File: src/rtl/mem_arbiter_pkg.sv
// Shared definitions for the instruction/data memory arbiter: data widths,
// starvation counter width, FSM state encoding and grant encoding.
package mem_arbiter_pkg;

  localparam int XLEN     = 32;
  localparam int BE_W     = 4;
  localparam int STARVE_W = 3;

  typedef enum logic [1:0] {
    IDLE   = 2'b00,
    BUSY_I = 2'b01,
    BUSY_D = 2'b10,
    ACK    = 2'b11
  } state_t;

  typedef enum logic [1:0] {
    GRANT_NONE = 2'b00,
    GRANT_I    = 2'b01,
    GRANT_D    = 2'b10
  } grant_t;

endpackage

File: src/rtl/mem_arb_pick.sv
// Combinational grant selection. Data wins a tie unless the instruction side
// has already been passed over STARVE_MAX times in a row.
import mem_arbiter_pkg::*;

module mem_arb_pick #(
  parameter int STARVE_MAX = 4
) (
  input  logic                i_req,
  input  logic                d_req,
  input  logic [STARVE_W-1:0] starve_cnt,
  output grant_t              grant
);

  localparam logic [STARVE_W-1:0] STARVE_LIM = STARVE_W'(STARVE_MAX);

  // Pick the next owner from the pending requests and the starvation count
  always_comb begin
    grant = GRANT_NONE;
    if (i_req && d_req) begin
      if (starve_cnt == STARVE_LIM) begin
        grant = GRANT_I;
      end else begin
        grant = GRANT_D;
      end
    end else if (i_req) begin
      grant = GRANT_I;
    end else if (d_req) begin
      grant = GRANT_D;
    end else begin
      grant = GRANT_NONE;
    end
  end

endmodule

File: src/rtl/mem_arbiter.sv
// Two-port (fetch / load-store) arbiter in front of a single memory port.
// One access in flight at a time; all outputs are registered.
import mem_arbiter_pkg::*;

module mem_arbiter #(
  parameter int STARVE_MAX = 4
) (
  input  logic            clk,
  input  logic            reset,
  input  logic            i_req,
  input  logic [XLEN-1:0] i_addr,
  output logic [XLEN-1:0] i_rdata,
  output logic            i_ack,
  input  logic            d_req,
  input  logic            d_we,
  input  logic [BE_W-1:0] d_be,
  input  logic [XLEN-1:0] d_addr,
  input  logic [XLEN-1:0] d_wdata,
  output logic [XLEN-1:0] d_rdata,
  output logic            d_ack,
  output logic            mem_req,
  output logic            mem_we,
  output logic [BE_W-1:0] mem_be,
  output logic [XLEN-1:0] mem_addr,
  output logic [XLEN-1:0] mem_wdata,
  input  logic [XLEN-1:0] mem_rdata,
  input  logic            mem_valid
);

  localparam logic [STARVE_W-1:0] STARVE_LIM = STARVE_W'(STARVE_MAX);

  state_t              state;
  state_t              state_nxt;
  grant_t              grant;
  logic [STARVE_W-1:0] starve_cnt;
  logic                idle_grant_i;
  logic                idle_grant_d;
  logic                done_i;
  logic                done_d;

  mem_arb_pick #(
    .STARVE_MAX (STARVE_MAX)
  ) u_pick (
    .i_req      (i_req),
    .d_req      (d_req),
    .starve_cnt (starve_cnt),
    .grant      (grant)
  );

  // Grants only take effect from IDLE; completions only count while busy,
  // so a stray mem_valid elsewhere has no effect
  always_comb begin
    idle_grant_i = (state == IDLE) && (grant == GRANT_I);
    idle_grant_d = (state == IDLE) && (grant == GRANT_D);
    done_i       = (state == BUSY_I) && mem_valid;
    done_d       = (state == BUSY_D) && mem_valid;
  end

  // Next-state logic for the access FSM
  always_comb begin
    state_nxt = state;
    case (state)
      IDLE: begin
        if (grant == GRANT_I) begin
          state_nxt = BUSY_I;
        end else if (grant == GRANT_D) begin
          state_nxt = BUSY_D;
        end else begin
          state_nxt = IDLE;
        end
      end
      BUSY_I, BUSY_D: begin
        if (mem_valid) begin
          state_nxt = ACK;
        end else begin
          state_nxt = state;
        end
      end
      ACK:     state_nxt = IDLE;
      default: state_nxt = IDLE;
    endcase
  end

  // FSM state register
  always_ff @(posedge clk) begin
    if (reset) begin
      state <= IDLE;
    end else begin
      state <= state_nxt;
    end
  end

  // Count data grants that bypass a waiting fetch; any fetch grant clears it
  always_ff @(posedge clk) begin
    if (reset) begin
      starve_cnt <= {STARVE_W{1'b0}};
    end else if (idle_grant_i) begin
      starve_cnt <= {STARVE_W{1'b0}};
    end else if (idle_grant_d && i_req && (starve_cnt < STARVE_LIM)) begin
      starve_cnt <= starve_cnt + {{(STARVE_W-1){1'b0}}, 1'b1};
    end else begin
      starve_cnt <= starve_cnt;
    end
  end

  // Memory request is high exactly while the FSM will be in a busy state
  always_ff @(posedge clk) begin
    if (reset) begin
      mem_req <= 1'b0;
    end else begin
      mem_req <= (state_nxt == BUSY_I) || (state_nxt == BUSY_D);
    end
  end

  // Latch the winner's access attributes at grant; held until the next grant
  always_ff @(posedge clk) begin
    if (reset) begin
      mem_we    <= 1'b0;
      mem_be    <= {BE_W{1'b0}};
      mem_addr  <= {XLEN{1'b0}};
      mem_wdata <= {XLEN{1'b0}};
    end else if (idle_grant_i) begin
      mem_we    <= 1'b0;
      mem_be    <= {BE_W{1'b1}};
      mem_addr  <= i_addr;
      mem_wdata <= {XLEN{1'b0}};
    end else if (idle_grant_d) begin
      mem_we    <= d_we;
      mem_be    <= d_be;
      mem_addr  <= d_addr;
      mem_wdata <= d_wdata;
    end else begin
      mem_we    <= mem_we;
      mem_be    <= mem_be;
      mem_addr  <= mem_addr;
      mem_wdata <= mem_wdata;
    end
  end

  // Completion pulses: set on the completing edge, so they live in ACK only
  always_ff @(posedge clk) begin
    if (reset) begin
      i_ack <= 1'b0;
      d_ack <= 1'b0;
    end else begin
      i_ack <= done_i;
      d_ack <= done_d;
    end
  end

  // Read data capture: fetches always, data side only for loads
  always_ff @(posedge clk) begin
    if (reset) begin
      i_rdata <= {XLEN{1'b0}};
      d_rdata <= {XLEN{1'b0}};
    end else begin
      if (done_i) begin
        i_rdata <= mem_rdata;
      end else begin
        i_rdata <= i_rdata;
      end
      if (done_d && !mem_we) begin
        d_rdata <= mem_rdata;
      end else begin
        d_rdata <= d_rdata;
      end
    end
  end

endmodule

File: config.mk
export PLATFORM = sky130hd
export DESIGN_NAME = mem_arbiter
export DESIGN_NICKNAME = d
export VERILOG_FILES = /design/src/rtl/mem_arbiter_pkg.sv /design/src/rtl/mem_arb_pick.sv /design/src/rtl/mem_arbiter.sv
export SDC_FILE = /design/constraint.sdc
export NUM_CORES = 1
export LEC_CHECK = 0
export CORE_MARGIN = 5
export CORE_UTILIZATION = 30
export DETAILED_ROUTE_END_ITERATION = 12
export PLACE_DENSITY_LB_ADDON = 0.1
export SLEW_MARGIN = 20
export SYNTH_ARGS = -nofsm -noshare
export SYNTH_HDL_FRONTEND = slang
export SYNTH_SLANG_ARGS = --single-unit
export TNS_END_PERCENT = 5
File: constraint.sdc
create_clock -name clk -period 1.85 [get_ports clk]
set_clock_uncertainty 0.2 [all_clocks]
set_input_delay 0.555 -clock clk [delete_from_list [all_inputs] [get_ports clk]]
set_output_delay 0.555 -clock clk [all_outputs]
set_load 0.02 [all_outputs]
=== Word level (Yosys, flattened, before mapping) ===
Index checks and enable logic that the tools add are counted.

* Logic and storage cells: 47
* Register bits after elaboration: 141
* Input port bits: 138
* Output and inout port bits: 136

* Magnitude comparators: 1
* Equality and inequality tests: 8
* Add/sub/neg operators: 1
* Multiplexer cells: 12
* Reductions and logical operators: 14

{| class="wikitable"
|+ Operator list
! cell !! count
|-
| 32-bit two-way mux || 2
|-
| 2-bit two-way mux || 7
|-
| 2-bit == test, second input constant || 4
|-
| 1-bit logical AND || 8
|-
| 4-bit two-way mux || 2
|-
| 2-bit by 1-bit == test with 1-bit output, second input constant || 3
|-
| 2-bit case mux with 3 select lines || 1
|-
| 2-bit OR reduction || 2
|-
| 3-bit by 1-bit adder with 3-bit output, second input constant || 1
|-
| 3-bit == test, second input constant || 1
|-
| 3-bit less-than comparator, second input constant || 1
|-
| 2-bit zero test || 1
|-
| 2-bit nonzero test || 1
|-
| 1-bit zero test || 1
|-
| 1-bit logical OR || 1
|}

=== Longest topological paths before layout ===
Gate-level depths: netlist of run 1.

* Depth in word-level cells: 9
* Depth in mapped cells: 9

=== By module ===
Synthesis of run 1 repeated with hierarchy kept, for this count alone.

* Cell total of the unflattened synthesis: 642
* Area, all modules: 5180.0 sq um

{| class="wikitable"
|+ Modules (own cells, without submodules)
! module !! cells each !! area an instance (sq um) !! seq. area each (sq um) !! instances
|-
| mem_arbiter || 638 || 5154.9 || 2822.7 || 1
|-
| mem_arb_pick || 4 || 25.0 || 0.0 || 1
|}

=== Least setup slack after synthesis of run 1 ===
Ideal clock, no wire load.

* Kind: reg-to-reg
* Start point: reg state[0]
* End point: reg mem_wdata[10]
* Cell stages (with the launch flop): 10
* Data required time: 1.530 ns
* Arrival time: 1.465 ns
* Library setup time: 0.120 ns
* Clock period less this slack: 1.785 ns
* Path buffers: 3
* Setup slack: 0.065 ns
* Cell sequence: dfxtp_1 -> inv_1 -> ha_1 -> and2_2 -> and2_1 -> buf_4 -> buf_6 -> buf_4 -> nand2_1 -> a21oi_1

* Word-level cells in the longest chain between the ends: 3
* Elaborated cells between the ends (all ways): 4
* Classes of those cells: reduce/logical (4)

{| class="wikitable"
|+ RTL lines
! element !! RTL line !! source
|-
| start: declaration || mem_arbiter.sv:32 || <nowiki>state_t state;</nowiki>
|-
| start signal: assignment || mem_arbiter.sv:89 || <nowiki>state <= state_nxt;</nowiki>
|-
| 2-bit zero test (*) || mem_arbiter.sv:53, mem_arbiter.sv:54 ||
|-
| 1-bit logical AND || mem_arbiter.sv:53 || <nowiki>idle_grant_i = (state == IDLE) && (grant == GRANT_I);</nowiki>
|-
| 2-bit OR reduction (no source line) || -- ||
|-
| end signal: assignment || mem_arbiter.sv:121 || <nowiki>mem_wdata <= {XLEN{1'b0}};</nowiki>
|-
| end signal: assignment || mem_arbiter.sv:126 || <nowiki>mem_wdata <= {XLEN{1'b0}};</nowiki>
|-
| end signal: assignment || mem_arbiter.sv:131 || <nowiki>mem_wdata <= d_wdata;</nowiki>
|-
| end: declaration || mem_arbiter.sv:25 || <nowiki>output logic [XLEN-1:0] mem_wdata,</nowiki>
|}

Mark *: on every way between the ends. The rest lies on a longest branch, timed or not.
A chain may end at the register's enable or synchronous reset.

=== Worst setup path in the final report of run 1 ===
* Start point: reg starve_cnt[0]
* End point: reg mem_addr[8]

* Word-level cells in the longest chain between the ends: 6
* Elaborated cells between the ends (all ways): 9
* Classes of those cells: eq/ne (3); mux (3); reduce/logical (3)

{| class="wikitable"
|+ RTL lines
! element !! RTL line !! source
|-
| start: declaration || mem_arbiter.sv:35 || <nowiki>logic [STARVE_W-1:0] starve_cnt;</nowiki>
|-
| start signal: assignment || mem_arbiter.sv:96 || <nowiki>starve_cnt <= {STARVE_W{1'b0}};</nowiki>
|-
| start signal: assignment || mem_arbiter.sv:98 || <nowiki>starve_cnt <= {STARVE_W{1'b0}};</nowiki>
|-
| start signal: assignment || mem_arbiter.sv:100 || <nowiki>starve_cnt <= starve_cnt + {{(STARVE_W-1){1'b0}}, 1'b1};</nowiki>
|-
| 3-bit == test (*) || mem_arb_pick.sv:20 || <nowiki>if (starve_cnt == STARVE_LIM) begin</nowiki>
|-
| 2-bit two-way mux (*) || mem_arb_pick.sv:20 ||
|-
| 2-bit two-way mux (*) || mem_arb_pick.sv:19 || <nowiki>if (i_req && d_req) begin</nowiki>
|-
| 2-bit by 1-bit == test with 1-bit output / 2-bit == test (equally long branches) || mem_arbiter.sv:53, mem_arbiter.sv:54 ||
|-
| 1-bit logical AND, on equally long branches || mem_arbiter.sv:53, mem_arbiter.sv:54 ||
|-
| 32-bit two-way mux / 2-bit nonzero test (equally long branches) || -- ||
|-
| end signal: assignment || mem_arbiter.sv:120 || <nowiki>mem_addr <= {XLEN{1'b0}};</nowiki>
|-
| end signal: assignment || mem_arbiter.sv:125 || <nowiki>mem_addr <= i_addr;</nowiki>
|-
| end signal: assignment || mem_arbiter.sv:130 || <nowiki>mem_addr <= d_addr;</nowiki>
|-
| end: declaration || mem_arbiter.sv:24 || <nowiki>output logic [XLEN-1:0] mem_addr,</nowiki>
|}

Marked as above.

==> results of run 1 <==
[cell type report]
cell class / instances / area share
Timing Repair Buffer: 318 / 0.3290
Tap cell: 229 / 0.03164
Clock buffer: 18 / 0.04849
Clock inverter: 14 / 0.01768
Multi-Input combinational cell: 467 / 0.2593
Sequential cell: 141 / 0.3122
Inverter: 4 / 0.001658
[flip-flops by register name, indices dropped and copies added, names as in the netlist]
register,cells
d_ack,1
d_rdata,32
i_ack,1
i_rdata,32
mem_addr,32
mem_be,4
mem_req,1
mem_wdata,32
mem_we,1
starve_cnt,3
state,2
[worst register-to-register path, delay by kind of cell, from the launching register on]
family / cells / cell delay, ns
AND/OR/NAND/NOR: 1 / 0.33
flip-flops: 1 / 0.32
buffers and inverters: 2 / 0.32
AO/OA/AOI/OAI: 2 / 0.32
adder cells (fa/ha/maj): 1 / 0.23
[stage by stage]
stage	utilization	setup TNS (ns)	hold WS [ns]
finish	0.5094	0	0.1743
global route	0.5094	-0.1054	0.1654
CTS	0.5146	-0.01787	0.1634
detailed placement	0.4782	-41.26	0.2458
global placement	0.4782	-37.92	0.2403
floorplan	-	0	0.2712
[final timing paths]
kind	from	to	slack, ns	cells after the start
setup / recovery	starve_cnt[0]	mem_addr[8]	0.04	6
hold reg to reg	i_rdata[5]	i_rdata[5]	0.25	2
setup reg to reg	starve_cnt[0]	mem_addr[8]	0.04	6
hold / removal	reset	mem_be[2]	0.17	2
[layer usage]
metal / global-route usage / wire length, um / vias up
met3: 0.06988 / 1624 / 26
li1: - / - / 2752
met1: 0.1961 / 7984 / 2487
met5: 0 / 0 / -
met4: 0.06194 / 361 / 0
met2: 0.2734 / 8876 / 164
[kinds of logic (layout without fill, tap and decap cells)]
| group | after synthesis | count (layout) | synth area share |
|---|---|---|---|
| multiplexers | 1 | 1 | 0.001862 |
| adder cells (fa/ha/maj) | 5 | 5 | 0.01164 |
| AO/OA/AOI/OAI | 137 | 137 | 0.1711 |
| AND/OR/NAND/NOR | 322 | 322 | 0.2309 |
| buffers and inverters | 57 | 354 | 0.05632 |
| flip-flops | 141 | 141 | 0.5250 |
| XOR/XNOR | 2 | 2 | 0.003259 |
[power groups by stage]
stage,clock [mW],sequential [mW],combinational [mW]
4_1_cts,3.54,3.30,1.47
2_1_floorplan,0,3.56,0.486
5_1_grt,3.70,3.32,1.67
3_3_place_gp,0,3.36,1.53
6_report,3.46,3.30,1.55
3_5_place_dp,0,3.36,1.53
[repair_timing]
item | in CTS | in global routing
gates cloned | 0 | 8
endpoints found under the setup margin | 170 | 138
hold buffers | 0 | 0
buffers inserted | 0 | 3
pin swaps | 0 | 5
resized for setup | 301 | 124
[cells in the final DEF, fill, tap and decap left out, types with 2 or more instances in the layout]
| cell type | n |
|---|---|
| a21oi_1 | 97 |
| and2_4 | 2 |
| a311oi_1 | 9 |
| buf_6 | 4 |
| nor2_1 | 40 |
| clkbuf_16 | 24 |
| nand2_1 | 269 |
| bufinv_16 | 2 |
| clkdlybuf4s50_1 | 134 |
| clkbuf_2 | 85 |
| clkdlybuf4s15_1 | 17 |
| xnor2_1 | 2 |
| clkdlybuf4s15_2 | 33 |
| dlymetal6s2s_1 | 2 |
| nand2b_1 | 2 |
| a31oi_1 | 5 |
| dfxtp_1 | 137 |
| nor2b_1 | 2 |
| clkinvlp_4 | 3 |
| clkinv_4 | 3 |
| a311oi_2 | 23 |
| buf_4 | 23 |
| ha_1 | 3 |
| inv_1 | 3 |
| buf_12 | 11 |
| inv_6 | 4 |
| dfxtp_2 | 4 |
==> metrics.md, run 1 <==
| Metric | Value |
|---|---|
| Drt first pass iters | `4` |
| Root Driver | `clkbuf_16` |
| First-pass GRT wire length | `27.37 mm` |
| Cell Rows | `49` |
| Hold Fails Final Rpt | `0` |
| Pwr Total | `8.304 mW` |
| Pint | `6.027 mW` |
| Slowest stage delay, CP | `0.33 ns` |
| Synth Flop Type | `dfxtp_1` |
| Crit-path max FO | `25` |
| Worst setup SP type | `register` |
| Post-synth top area cell | `dfxtp_1` |
| Most instantiated library cell after synthesis | `nand2_1` |
| Slew @ Worst Pin | `0.3402 ns` |
| HPWL after detailed placement | `12.39 mm` |
| Layout Cells excl Fill | `1,191` |
| Sequential share of the synthesized area | `0.5250` |
| CP arrival | `1.93 ns` |
| Core area | `17,780 sq um` |
| CP Cell Sequence | `inv_1 -> ha_2 -> a21boi_2 -> or2_4 -> clkbuf_16 -> a311oi_1` |
| Synth area leaders | `dfxtp_1, nand2_1, a21oi_1` |
| Mapped Area | `5376 sq um` |
| Min cycle time layout | `1.814 ns` |
| Count of buffers from port buffering | `273` |
| GP Congestion | `0.7554` |
| Post-Synthesis Cells | `665` |
| Post-place instance area | `8502 sq um` |
| Syn-to-layout area delta | `68.44%` |
| HP Class | `in -> reg` |
| Most instantiated cells after synthesis | `nand2_1, dfxtp_1, a21oi_1` |
| Number of buffers created by CTS | `17` |
| I/O pins | `274` |
| GRT Util Overall | `0.1672` |
| Worst skew pair latency | `0.42 ns` |
| CP max stage cell | `or2_4` |
| Seq cells post-synth | `141` |
| Storage cell area | `2828 sq um` |
| Initial Util | `0.3024` |
| Final worst-path cycle share | `0.9804` |
| Worst path required time | `1.97 ns` |
| Rel. slew slack | `0.7732` |
| Final net count | `1,092` |
| Initial antenna violation count | `0` |
| Status | `finished clean` |
| Antenna Nets Post-Route | `0` |
| # placed instances | `1,148` |
| Comb power frac | `0.187` |
| Final Cell Area | `9056 sq um` |
| Layout fillers | `1,784` |
| Critical Path End Type | `register` |
| Switching pwr | `2.277 mW` |
| Clock group share of total power | `0.416` |
| Clock-pin slew of the registers on the worst-case setup and hold paths | `0.06 ns` |
| Vias post-DR | `5,429` |
| Crit path max-delay family | `simple AND/OR/NAND/NOR gates` |
| Max-Cap Viols | `0` |
| RSZ-0062 raised after global routing | `yes` |
| WL/cell | `15.82 um` |
| PD cells | `917.0 nW/um^2` |
| Pre-CTS setup slack | `-0.4736 ns` |
| Die area | `20,700 sq um` |
| Yosys cell types | `26` |
| Highest Clock Rate | `551.3 MHz` |
| Yosys top cell area share | `0.5250` |
| Share of cells above drive strength 1 | `0.2432` |
| Via-to-Cell Ratio | `4.558` |
| Number of global-route vias before repair | `5,260` |
| Worst VDD drop | `0.6359 mV` |
| CTS Buffer Depth | `2` |
| CP Class | `reg -> reg` |
| Final Slew Violations | `0` |
| Total grt overflow | `0` |
| Syn Area/Cell | `8.085 sq um` |
| Clock sink total | `141` |
| Largest net degree at the start of global routing | `60` |
| DRC Markers | `0` |
| Post-synth EDFFs | `0` |
| # setup viols final | `0` |
| Die Y | `143.9 um` |
| Die W | `143.9 um` |
| # diodes | `0` |
| Syn Nets | `808` |
| Area of the multi-input gates | `2349 sq um` |
| Worst Path Buf+Inv | `2` |
| Leakage | `3.565 nW` |
| Iteration-0 DRC Markers | `210` |
| Sw Share | `0.2742` |
| H-tree levels | `4` |
| CTS tree | `built` |
| Asr flop ratio synth | `0` |
| Final worst-path setup slack | `0.03619 ns` |
| Routed wire length | `18.85 mm` |
| Ys Warns | `0` |
| Flop pwr share | `0.397` |
Note: power is estimated with default switching activity, not from simulation.
==> inputs of run 2 (changes only) <==
--- a/config.mk
+++ b/config.mk
@@ -5,6 +5,7 @@
 export SDC_FILE = /design/constraint.sdc
 export NUM_CORES = 1
 export LEC_CHECK = 0
+export ABC_AREA = 0
 export CORE_MARGIN = 5
 export CORE_UTILIZATION = 30
 export DETAILED_ROUTE_END_ITERATION = 12
==> constraint.sdc (replaced) <==
create_clock -name clk -period 2.1 [get_ports clk]
set_clock_uncertainty 0.2 [all_clocks]
set_input_delay 0.63 -clock clk [delete_from_list [all_inputs] [get_ports clk]]
set_output_delay 0.63 -clock clk [all_outputs]
set_load 0.02 [all_outputs]
==> run 2 against run 1 <==
Effect of this change: setup slack gained 0.076 ns; largest power group unchanged; sequential cell count unchanged; hold slack gained 0.074 ns; count of clock-buffer cells in the layout is 1 higher; cell count fell by 1.5%; die area unchanged; via count shrank 2.8%; register-to-register slack better by 0.13 ns; clock power down 5%; largest cell class unchanged; global-route usage decreased by 0.40 points.
==> metrics.md, run 2 (same netlist as run 1, synthesis figures left out) <==
| Metric | Value |
|---|---|
| Status | `finished clean` |
| Final Cell Area | `8954 sq um (-1.1%)` |
| Final net count | `1,074 (-1.6%)` |
| Worst Path Buf+Inv | `1 (-1)` |
| First-pass GRT wire length | `26.84 mm (-1.9%)` |
| Antenna Nets Post-Route | `0 (unchanged)` |
| RSZ-0062 raised after global routing | `no` |
| Leakage | `3.852 nW (+8.1%)` |
| I/O pins | `274 (unchanged)` |
| Via-to-Cell Ratio | `4.500 (-1.3%)` |
| CTS Buffer Depth | `2 (unchanged)` |
| Worst skew pair latency | `0.41 ns (about the same)` |
| Flop pwr share | `0.390 (-0.007)` |
| Critical Path End Type | `output pin` |
| Worst setup SP type | `register` |
| Worst VDD drop | `0.5782 mV (-9.1%)` |
| Initial Util | `0.3024 (unchanged)` |
| Die Y | `143.9 um (unchanged)` |
| GP Congestion | `0.7497 (-0.75%)` |
| Root Driver | `clkbuf_16` |
| Routed wire length | `17.35 mm (-7.9%)` |
| Largest net degree at the start of global routing | `55 (-8.3%)` |
| CTS tree | `built` |
| Clock group share of total power | `0.445 (+0.029)` |
| Leading cell type in the layout, fill and taps excluded | `nand2_1` |
| CP Cell Sequence | `dlygate4sd2_1` |
| Max-Cap Viols | `0 (unchanged)` |
| Final Slew Violations | `0 (unchanged)` |
| Comb power frac | `0.165 (-0.022)` |
| Die W | `143.9 um (unchanged)` |
| Pint | `5.534 mW (-8.2%)` |
| CTS Hold Buffers Added | `0 (unchanged)` |
| Hold Fails Final Rpt | `0 (unchanged)` |
| Initial antenna violation count | `0 (unchanged)` |
| Rel. slew slack | `0.7996 (+0.02636)` |
| Number of buffers created by CTS | `17 (unchanged)` |
| CP max stage cell | `dfxtp_1` |
| Count of buffers from port buffering | `273 (unchanged)` |
| Share of cells above drive strength 1 | `0.08475 (-0.1585)` |
| Vias post-DR | `5,279 (-2.8%)` |
| Number of global-route vias before repair | `5,121 (-2.6%)` |
| Sw Share | `0.2548 (-0.01937)` |
| Slew @ Worst Pin | `0.3019 ns (-0.03834 ns)` |
| Worst path required time | `1.27 ns (-0.70 ns)` |
| Post-place instance area | `8474 sq um (-0.32%)` |
| HPWL after detailed placement | `12.36 mm (-0.26%)` |
| Crit-path max FO | `4 (-84%)` |
| Final worst-path cycle share | `0.9466` |
| H-tree levels | `4 (unchanged)` |
| # setup viols final | `0 (unchanged)` |
| Cell Rows | `49 (unchanged)` |
| GRT Util Overall | `0.1632 (-0.004013)` |
| Total grt overflow | `0 (unchanged)` |
| Crit path max-delay family | `flip-flops` |
| Core area | `17,780 sq um (unchanged)` |
| Total Neg Setup Slack | `0 ns (unchanged)` |
| Layout Cells excl Fill | `1,173 (-1.5%)` |
| Clock-pin slew of the registers on the worst-case setup and hold paths | `0.06 ns (about the same)` |
| Hold_ws | `0.2480 ns (+0.07375 ns)` |
| # diodes | `0 (unchanged)` |
| Switching pwr | `1.892 mW (-17%)` |
| PD cells | `829.4 nW/um^2 (-9.6%)` |
| Highest Clock Rate | `503.1 MHz` |
| CP arrival | `1.16 ns (-0.77 ns)` |
| WL/cell | `14.79 um (-6.5%)` |
| HP Class | `reg -> reg` |
| DRC Markers | `0 (unchanged)` |
| Syn-to-layout area delta | `66.53%` |
| Die area | `20,700 sq um (unchanged)` |
| Clock sink total | `141 (unchanged)` |
| Slowest stage delay, CP | `0.38 ns (+0.05 ns)` |
| CP Class | `reg -> out` |
| Min cycle time layout | `1.988 ns` |
| # placed instances | `1,141 (-0.61%)` |
| Iteration-0 DRC Markers | `223 (+6.2%)` |
| Most frequent cells in the layout | `nand2_1, dfxtp_1, clkdlybuf4s50_1, dlygate4sd2_1, a21oi_1` |
| Drt first pass iters | `6 (+2)` |
run 2: changes by cell type in the layout (fill, tap and decap cells not counted), sizes merged:
cell           before  now
dlygate4sd2         0  136
clkbuf            110   19
clkdlybuf4s15      50    0
buf                40   28
bufinv              2    5
clkdlybuf4s50     134  136
clkinv              4    2
dlymetal6s2s        2    0
inv                 9    7
run 2: power by group through the flow:
stage | registers (mW) | clock network, mW | logic (mW)
2_1_floorplan | 3.14 | 0 | 0.428
3_3_place_gp | 2.96 | 0 | 1.34
3_5_place_dp | 2.96 | 0 | 1.34
4_1_cts | 2.90 | 3.40 | 1.24
5_1_grt | 2.92 | 3.55 | 1.33
6_report | 2.90 | 3.30 | 1.22
run 2: timing repair:
action	4_1_cts	5_1_grt
setup endpoints to repair	136	3
resized for setup	136	1
cloned	0	0
buffers inserted	0	0
run 2: cell type report:
type                            count  area, sq um
Clock buffer                       19        432.9
Clock inverter                     13        212.7
Fill cell                        1810         8826
Inverter                            4        15.01
Multi-Input combinational cell    467         2258
Sequential cell                   141         2823
Tap cell                          229        286.5
Timing Repair Buffer              300         2925
run 2: worst paths after layout:
check                 end  slack [ns]  cells after the start    startpoint
max                mem_we        0.11                      1        mem_we
min          mem_wdata[6]        0.25                      2  mem_wdata[6]
max reg2reg   mem_addr[4]        0.17                      8      state[0]
min reg2reg  mem_wdata[6]        0.25                      2  mem_wdata[6]
run 2: per-layer routing:
metal  global-route usage  vias up  share of wire
li1                     -     2711              -
met3              0.07787       17          0.096
met5                    0        -              0
met2               0.2634      171           0.46
met1               0.1924     2380           0.42
met4              0.05055        0          0.019
run 2: per-stage QoR:
stage	power [mW]	worst slack, ns	util
2_1_floorplan	3.567	0.2874	-
3_3_place_gp	4.300	-0.2393	0.4766
3_5_place_dp	4.302	-0.3034	0.4766
4_1_cts	7.539	0.06861	0.5034
5_1_grt	7.795	0.02686	0.5036
6_report	7.426	0.1122	0.5036
